[config.mk]
export PLATFORM = sky130hd
export DESIGN_NAME = keypad_entry_ctrl
export DESIGN_NICKNAME = d
export VERILOG_FILES = /design/src/rtl/keypad_entry_ctrl_pkg.sv /design/src/rtl/keypad_entry_ctrl_decode.sv /design/src/rtl/keypad_entry_ctrl.sv
export SDC_FILE = /design/constraint.sdc
export NUM_CORES = 1
export LEC_CHECK = 0
export ABC_AREA = 1
export CAP_MARGIN = 20
export CORE_MARGIN = 2
export CORE_UTILIZATION = 49
export DETAILED_ROUTE_END_ITERATION = 10
export PLACE_DENSITY = 0.79
export SLEW_MARGIN = 30
export SYNTH_ARGS = -nofsm -noshare
export SYNTH_HDL_FRONTEND = slang
export SYNTH_SLANG_ARGS = --single-unit
[constraint.sdc]
create_clock -name clock -period 2.2 [get_ports clock]
set_input_delay 0.44 -clock clock [delete_from_list [all_inputs] [get_ports clock]]
set_output_delay 0.44 -clock clock [all_outputs]
set_load 0.01 [all_outputs]
[src/rtl/keypad_entry_ctrl_pkg.sv]
// Shared definitions for the keypad entry controller: FSM state encoding,
// key codes produced by the row/column decoder, and the decimal shift helper.
package keypad_entry_ctrl_pkg;

    typedef enum logic [2:0] {
        S_IDLE    = 3'd0,
        S_SCAN    = 3'd1,
        S_DECODE  = 3'd2,
        S_RELEASE = 3'd3,
        S_DONE    = 3'd4
    } state_t;

    localparam logic [3:0] KEY_0     = 4'd0;
    localparam logic [3:0] KEY_9     = 4'd9;
    localparam logic [3:0] KEY_STAR  = 4'd10;
    localparam logic [3:0] KEY_HASH  = 4'd11;
    localparam logic [3:0] KEY_NONE  = 4'd15;

    // Appends one decimal digit: v*10 + d, built from two shifts so no
    // multiplier is inferred; wraps modulo 2^32.
    function automatic logic [31:0] mul10_add(input logic [31:0] v, input logic [3:0] d);
        return (v << 3) + (v << 1) + {28'd0, d};
    endfunction

endpackage

[src/rtl/keypad_entry_ctrl_decode.sv]
// Combinational keypad decoder: maps a (row, col) report from the scanner to a
// 4-bit key code. Out-of-range coordinates yield KEY_NONE with valid low.
module keypad_entry_ctrl_decode
    import keypad_entry_ctrl_pkg::*;
(
    input  logic [31:0] row_i,
    input  logic [31:0] col_i,
    output logic [3:0]  key_o,
    output logic        valid_o
);

    logic [3:0] row_s;
    logic [3:0] col_s;

    assign row_s = {2'b00, row_i[1:0]};
    assign col_s = {2'b00, col_i[1:0]};

    // Digit rows map to row*3+col+1; the bottom row holds *, 0 and #.
    always_comb begin
        key_o   = KEY_NONE;
        valid_o = 1'b0;
        if ((row_i < 32'd3) && (col_i < 32'd3)) begin
            key_o   = (row_s * 4'd3) + col_s + 4'd1;
            valid_o = 1'b1;
        end else if ((row_i == 32'd3) && (col_i < 32'd3)) begin
            valid_o = 1'b1;
            case (col_i[1:0])
                2'd0:    key_o = KEY_STAR;
                2'd1:    key_o = KEY_0;
                2'd2:    key_o = KEY_HASH;
                default: begin
                    key_o   = KEY_NONE;
                    valid_o = 1'b0;
                end
            endcase
        end else begin
            key_o   = KEY_NONE;
            valid_o = 1'b0;
        end
    end

endmodule

[src/rtl/keypad_entry_ctrl.sv]
// Keypad entry controller: drives scans of the keypad scanner, synchronizes
// its dataReady strobe, accepts one key per physical press, accumulates a
// decimal entry and hands the finished value over on a valid/ack handshake.
module keypad_entry_ctrl
    import keypad_entry_ctrl_pkg::*;
#(
    parameter int MAX_DIGITS     = 4,
    parameter int RELEASE_CYCLES = 16,
    parameter int TIMEOUT_CYCLES = 1000
) (
    input  logic        clock,
    input  logic        reset,
    input  logic        enable,
    output logic        start,
    input  logic        dataReady,
    input  logic [31:0] foundRow,
    input  logic [31:0] foundCol,
    output logic [31:0] value,
    output logic [3:0]  digit_count,
    output logic        key_event,
    output logic        overflow,
    output logic        entry_valid,
    input  logic        entry_ack
);

    localparam int REL_W = $clog2(RELEASE_CYCLES + 1);
    localparam int TMO_W = $clog2(TIMEOUT_CYCLES + 1);
    localparam logic [REL_W-1:0] REL_LAST  = REL_W'(RELEASE_CYCLES - 1);
    localparam logic [TMO_W-1:0] TMO_LIMIT = TMO_W'(TIMEOUT_CYCLES);
    localparam logic [3:0]       MAX_CNT   = 4'(MAX_DIGITS);

    state_t             state_q, state_d;
    logic               sync1_q, sync2_q, prev_q;
    logic [REL_W-1:0]   rel_cnt_q, rel_cnt_d;
    logic [TMO_W-1:0]   tmo_cnt_q, tmo_cnt_d;
    logic [3:0]         key_q, key_d;
    logic               key_vld_q, key_vld_d;
    logic [31:0]        value_q, value_d;
    logic [3:0]         count_q, count_d;
    logic               pend_q, pend_d;
    logic               start_q, start_d;
    logic               key_event_q, key_event_d;
    logic               overflow_q, overflow_d;
    logic               entry_valid_q, entry_valid_d;

    logic               rise_s;
    logic               blip_s;
    logic [3:0]         dec_key_s;
    logic               dec_vld_s;

    keypad_entry_ctrl_decode u_decode (
        .row_i   (foundRow),
        .col_i   (foundCol),
        .key_o   (dec_key_s),
        .valid_o (dec_vld_s)
    );

    // Rising edge of the synchronized strobe starts a new key report.
    assign rise_s = sync2_q & ~prev_q;

    // Two-flop synchronizer for dataReady plus a delay flop for edge detection.
    always_ff @(posedge clock or posedge reset) begin
        if (reset) begin
            sync1_q <= 1'b0;
            sync2_q <= 1'b0;
            prev_q  <= 1'b0;
        end else begin
            sync1_q <= dataReady;
            sync2_q <= sync1_q;
            prev_q  <= sync2_q;
        end
    end

    // Next-state, counter, accumulator and output decisions for the entry FSM.
    always_comb begin
        state_d       = state_q;
        rel_cnt_d     = '0;
        tmo_cnt_d     = '0;
        key_d         = key_q;
        key_vld_d     = key_vld_q;
        value_d       = value_q;
        count_d       = count_q;
        pend_d        = pend_q;
        key_event_d   = 1'b0;
        overflow_d    = 1'b0;
        blip_s        = 1'b0;

        case (state_q)
            S_IDLE: begin
                if (enable) begin
                    state_d = S_SCAN;
                end else begin
                    state_d = S_IDLE;
                end
            end
            S_SCAN: begin
                if (!enable) begin
                    state_d = S_IDLE;
                    value_d = 32'd0;
                    count_d = 4'd0;
                    pend_d  = 1'b0;
                end else if (rise_s) begin
                    state_d   = S_DECODE;
                    key_d     = dec_key_s;
                    key_vld_d = dec_vld_s;
                end else if (tmo_cnt_q == TMO_LIMIT) begin
                    // Scanner went quiet: drop start for one cycle to re-trigger it.
                    blip_s    = 1'b1;
                    tmo_cnt_d = '0;
                end else begin
                    tmo_cnt_d = tmo_cnt_q + TMO_W'(1);
                end
            end
            S_DECODE: begin
                if (!enable) begin
                    state_d = S_IDLE;
                    value_d = 32'd0;
                    count_d = 4'd0;
                    pend_d  = 1'b0;
                end else begin
                    state_d = S_RELEASE;
                    if (key_vld_q) begin
                        key_event_d = 1'b1;
                        if (key_q <= KEY_9) begin
                            if (count_q < MAX_CNT) begin
                                value_d = mul10_add(value_q, key_q);
                                count_d = count_q + 4'd1;
                            end else begin
                                overflow_d = 1'b1;
                            end
                        end else if (key_q == KEY_STAR) begin
                            value_d = 32'd0;
                            count_d = 4'd0;
                        end else if (key_q == KEY_HASH) begin
                            // An empty entry cannot be submitted.
                            if (count_q != 4'd0) begin
                                pend_d = 1'b1;
                            end else begin
                                pend_d = pend_q;
                            end
                        end else begin
                            value_d = value_q;
                        end
                    end else begin
                        key_event_d = 1'b0;
                    end
                end
            end
            S_RELEASE: begin
                if (!enable) begin
                    state_d = S_IDLE;
                    value_d = 32'd0;
                    count_d = 4'd0;
                    pend_d  = 1'b0;
                end else if (sync2_q) begin
                    // Any bounce back high restarts the release window.
                    rel_cnt_d = '0;
                end else if (rel_cnt_q == REL_LAST) begin
                    rel_cnt_d = '0;
                    state_d   = pend_q ? S_DONE : S_SCAN;
                end else begin
                    rel_cnt_d = rel_cnt_q + REL_W'(1);
                end
            end
            S_DONE: begin
                if (entry_ack) begin
                    value_d = 32'd0;
                    count_d = 4'd0;
                    pend_d  = 1'b0;
                    state_d = enable ? S_SCAN : S_IDLE;
                end else begin
                    state_d = S_DONE;
                end
            end
            default: begin
                state_d = S_IDLE;
                value_d = 32'd0;
                count_d = 4'd0;
                pend_d  = 1'b0;
            end
        endcase

        start_d       = (state_d == S_SCAN) && !blip_s;
        entry_valid_d = (state_d == S_DONE);
    end

    // State, counters, accumulator and registered outputs.
    always_ff @(posedge clock or posedge reset) begin
        if (reset) begin
            state_q       <= S_IDLE;
            rel_cnt_q     <= '0;
            tmo_cnt_q     <= '0;
            key_q         <= KEY_NONE;
            key_vld_q     <= 1'b0;
            value_q       <= 32'd0;
            count_q       <= 4'd0;
            pend_q        <= 1'b0;
            start_q       <= 1'b0;
            key_event_q   <= 1'b0;
            overflow_q    <= 1'b0;
            entry_valid_q <= 1'b0;
        end else begin
            state_q       <= state_d;
            rel_cnt_q     <= rel_cnt_d;
            tmo_cnt_q     <= tmo_cnt_d;
            key_q         <= key_d;
            key_vld_q     <= key_vld_d;
            value_q       <= value_d;
            count_q       <= count_d;
            pend_q        <= pend_d;
            start_q       <= start_d;
            key_event_q   <= key_event_d;
            overflow_q    <= overflow_d;
            entry_valid_q <= entry_valid_d;
        end
    end

    assign start       = start_q;
    assign value       = value_q;
    assign digit_count = count_q;
    assign key_event   = key_event_q;
    assign overflow    = overflow_q;
    assign entry_valid = entry_valid_q;

endmodule

==> impl_results.md <==
- Crit path launch: key_q[3]
- WL final: 15.8 mm
- Fin Hold WS: 0.353 ns
- Post-layout min period: 2.33 ns
- CTS root buffer: clkbuf_16
- FMAX: 429 MHz
- Clock sinks: 67
- Hold Buf Count CTS: 0
- Syn_nets: 1002
- Nature of the critical path endpoint: flop
- Pwr Total: 3410 µW
- Final ANT Viol Nets: 0
- Ports: 109
- Reg power frac: 0.387
- 1st-iter DRT viols: 325
- CP Data Required Time: 2.48 ns
- Routed vias/inst: 4.99
- CP Cell Sequence: inv_2 -> fa_1 -> inv_2 -> fa_2 -> nand3_2 -> nand3_4 -> nand2_4 -> buf_4 -> a21oi_2 -> o21ai_1 -> nand2_1 -> o21ai_1
- Worst hold path class: flop to flop
- Fin crit share: 1.06
- Syn Std Cell Area: 5790 µm²
- Clock Power Share: 0.444
- Largest net degree at the start of global routing: 68
- Cell variety after synth: 38
- Failing checks: setup timing
- Slowest cell on crit path: dfstp_2
- Layout-stage area growth over the synthesis result: 40.1%
- Lkg Pwr: 0.00437 µW
- Tightest Pin Transition: 0.385 ns
- Layout Skew: 0.00820 ns
- Status: finished, violations left
- Final hold vios: 0
- RSZ-0062 raised after global routing: yes
- Wire per inst: 13.4 µm
- Die Y: 113 µm
- Startpoint types: flop
- DR vias: 5880
- Sw power: 940 µW
- CP delay by family, top: adder cells
- Num rows: 39
- Router iterations before antenna repair: 5
- Synth Register Bits: 67
- Clk pin slew, worst setup/hold paths: 0.06 ns
- First-pass GRT wire length: 26.2 mm
- Critical path peak fanout: 5
- CTS Buf Count: 9
- Int Pwr: 2470 µW
- Proportion of layout cells with a drive suffix above 1: 0.158
- Seq/Total Area, Yosys: 0.290
- Dpl cells: 1155
- Total gr overflow: 0
- Synthesis Warnings: 0
- GP Congestion: 0.924
- Hold Path Origin: sync1_q
- Relative slew slack: 0.743
- Setup ws final: -0.129 ns
- Setup Viol. Count Final: 22
- Clock latency on the worst-skew pair: 0.35 ns
- CP Class: flop to flop
- Die X-Extent: 113 µm
- Final Non-Filler Cells: 1178
- Buf+Inv Stages, Crit Path: 3
- Worst stage delay on the critical path: 0.53 ns
- Cells after synthesis: 862
- Initial antenna violation count: 0
- Inserted Diodes: 0
- Reg2reg start: key_q[3]
- CTS tree: built
- Tot GR Track Use: 0.255
- Port Buffers: 108
- CP arrival: 2.61 ns
- Count of final max-slew check failures: 0
- VDD IR max: 0.000624 V
- Net Sw Frac: 0.276
- Vias in the first global route: 5913
- Net total in the final layout: 1170
- Max-Cap Viols: 0
- Htree depth: 3
- Starting density of the core: 0.505
- Core area: 11500 µm²
- Max Buffers Root-to-Sink: 2
- Final TNS setup: -1.59 ns
- Drt drc: 0
- Power density over cell area: 420 nW/µm²
- Filler cells: 922
- Post-DP HPWL: 12.0 mm
- Comb power frac: 0.169
- Mapped Avg Cell Area: 6.72 µm²
- Die ar.: 12700 µm²
==> worst reg2reg max path, delay by kind of cell, from the launching register on <==
kind                       cells  cell delay [ns]
and+or+nand+nor                4             0.37
buffers and inverters          3             0.21
adders and majority gates      2             0.85
AOI/OAI and AO/OA              3             0.30
DFF                            1             0.53
==> power by group through the flow <==
| stage | Combinational, µW | Clock [µW] | Sequential, µW |
|---|---|---|---|
| 6_report | 576 | 1510 | 1320 |
| 5_1_grt | 634 | 1600 | 1320 |
| 4_1_cts | 566 | 1530 | 1320 |
| 3_5_place_dp | 536 | 0 | 1340 |
| 3_3_place_gp | 526 | 0 | 1330 |
| 2_1_floorplan | 285 | 0 | 1330 |
==> synthesized netlist by cell type (all sizes together) <==
library cell  instances  area [µm²]
o211ai                2        15.0
a21oi                27         139
a211oi                1        7.51
a21o                  2        15.0
fa                    4        80.1
nand3b                3        22.5
inv                 125         469
nor3                  9        45.0
o22ai                 2        18.8
nor2                126         512
dfstp                 4         105
nor3b                 2        15.0
ha                   67         838
o22a                  1        8.76
nor4                  2        12.5
buf                   6        63.8
nand3                46         230
nand4                 5        31.3
xnor2                15         131
nand2               307        1180
and3                  4        25.0
a31oi                 1        6.26
o21bai                3        22.5
o21ai                28         170
and2                  1        6.26
or2                   1        6.26
dfrtp                63        1580
xor2                  5        43.8
==> final cells by class <==
class,count,area (µm²),share of cell area
flip-flops and latches,67,1680,0.207
repair buffers,163,1530,0.189
well taps,143,179,0.0220
clock inverters,7,81.3,0.0100
inverters,125,469,0.0578
multi-input cells,664,3950,0.487
clock buffers,9,225,0.0277
==> routing by layer <==
layer / vias to the layer above / global-route usage / wire length, µm
li1: 3044 / - / -
met1: 2653 / 0.307 / 6810
met2: 153 / 0.450 / 7820
met3: 30 / 0.0541 / 776
met4: 0 / 0.0911 / 360
met5: - / 0 / 0
==> logic make-up (layout without fill, tap and decap cells) <==
logic type      after synthesis  in the layout  synth area share
buf+inv                     131            304            0.0920
simple gates                506            506             0.360
compound gates               67             67            0.0695
xor+xnor                     20             20            0.0302
fa+ha+maj                    71             71             0.158
flops                        67             67             0.290
==> state kept, by name, indices dropped and copies added (netlist names), 3 cells and up <==
signal / count
key_q: 4
state_q: 3
tmo_cnt_q: 10
value: 32
rel_cnt_q: 5
digit_count: 4
==> final timing paths <==
kind,slack (ns),cells past startpoint,endpoint
setup / recovery,-0.13,12,value[16]
hold / removal,0.35,0,sync2_q
setup reg to reg,-0.13,12,value[16]
hold reg to reg,0.35,0,sync2_q
max in group asynchronous,1.38,3,key_q[1]
min in group asynchronous,0.49,3,tmo_cnt_q[7]
==> metrics by stage <==
| stage | setup slack (ns) | area (µm²) | util |
|---|---|---|---|
| floorplan | 0.0156 | 5820 | - |
| global placement | -0.128 | 7410 | 0.646 |
| detailed placement | -0.182 | 7410 | 0.646 |
| CTS | -0.131 | 7920 | 0.691 |
| global route | -0.260 | 8120 | 0.708 |
| finish | -0.129 | 8120 | 0.708 |
==> cells in the final DEF, fill, tap and decap left out, drive strengths merged <==
| cell | netlist | routed |
|---|---|---|
| xnor2 | 15 | 15 |
| ha | 67 | 67 |
| nand3b | 3 | 3 |
| o21ai | 28 | 28 |
| a31oi | 1 | 1 |
| nor2 | 126 | 126 |
| clkdlybuf4s50 | 0 | 108 |
| a21oi | 27 | 27 |
| o21bai | 3 | 3 |
| o211ai | 2 | 2 |
| nand3 | 46 | 46 |
| and3 | 4 | 4 |
| dfstp | 4 | 4 |
| o22a | 1 | 1 |
| dfrtp | 63 | 63 |
| clkinv | 0 | 1 |
| nor3 | 9 | 9 |
| nand4 | 5 | 5 |
| inv | 125 | 129 |
| nand2 | 307 | 307 |
| bufinv | 0 | 1 |
| buf | 6 | 55 |
| o22ai | 2 | 2 |
| xor2 | 5 | 5 |
| nor4 | 2 | 2 |
| a211oi | 1 | 1 |
| clkinvlp | 0 | 1 |
| clkbuf | 0 | 9 |
| and2 | 1 | 1 |
| a21o | 2 | 2 |
| or2 | 1 | 1 |
| fa | 4 | 4 |
| nor3b | 2 | 2 |
==> repair_timing <==
action	4_1_cts	5_1_grt
setup endpoints to repair	27	26
setup buffers	2	5
gates resized for setup	41	34
pin swaps	24	19
No activity file was read; power rests on OpenSTA's default activity.
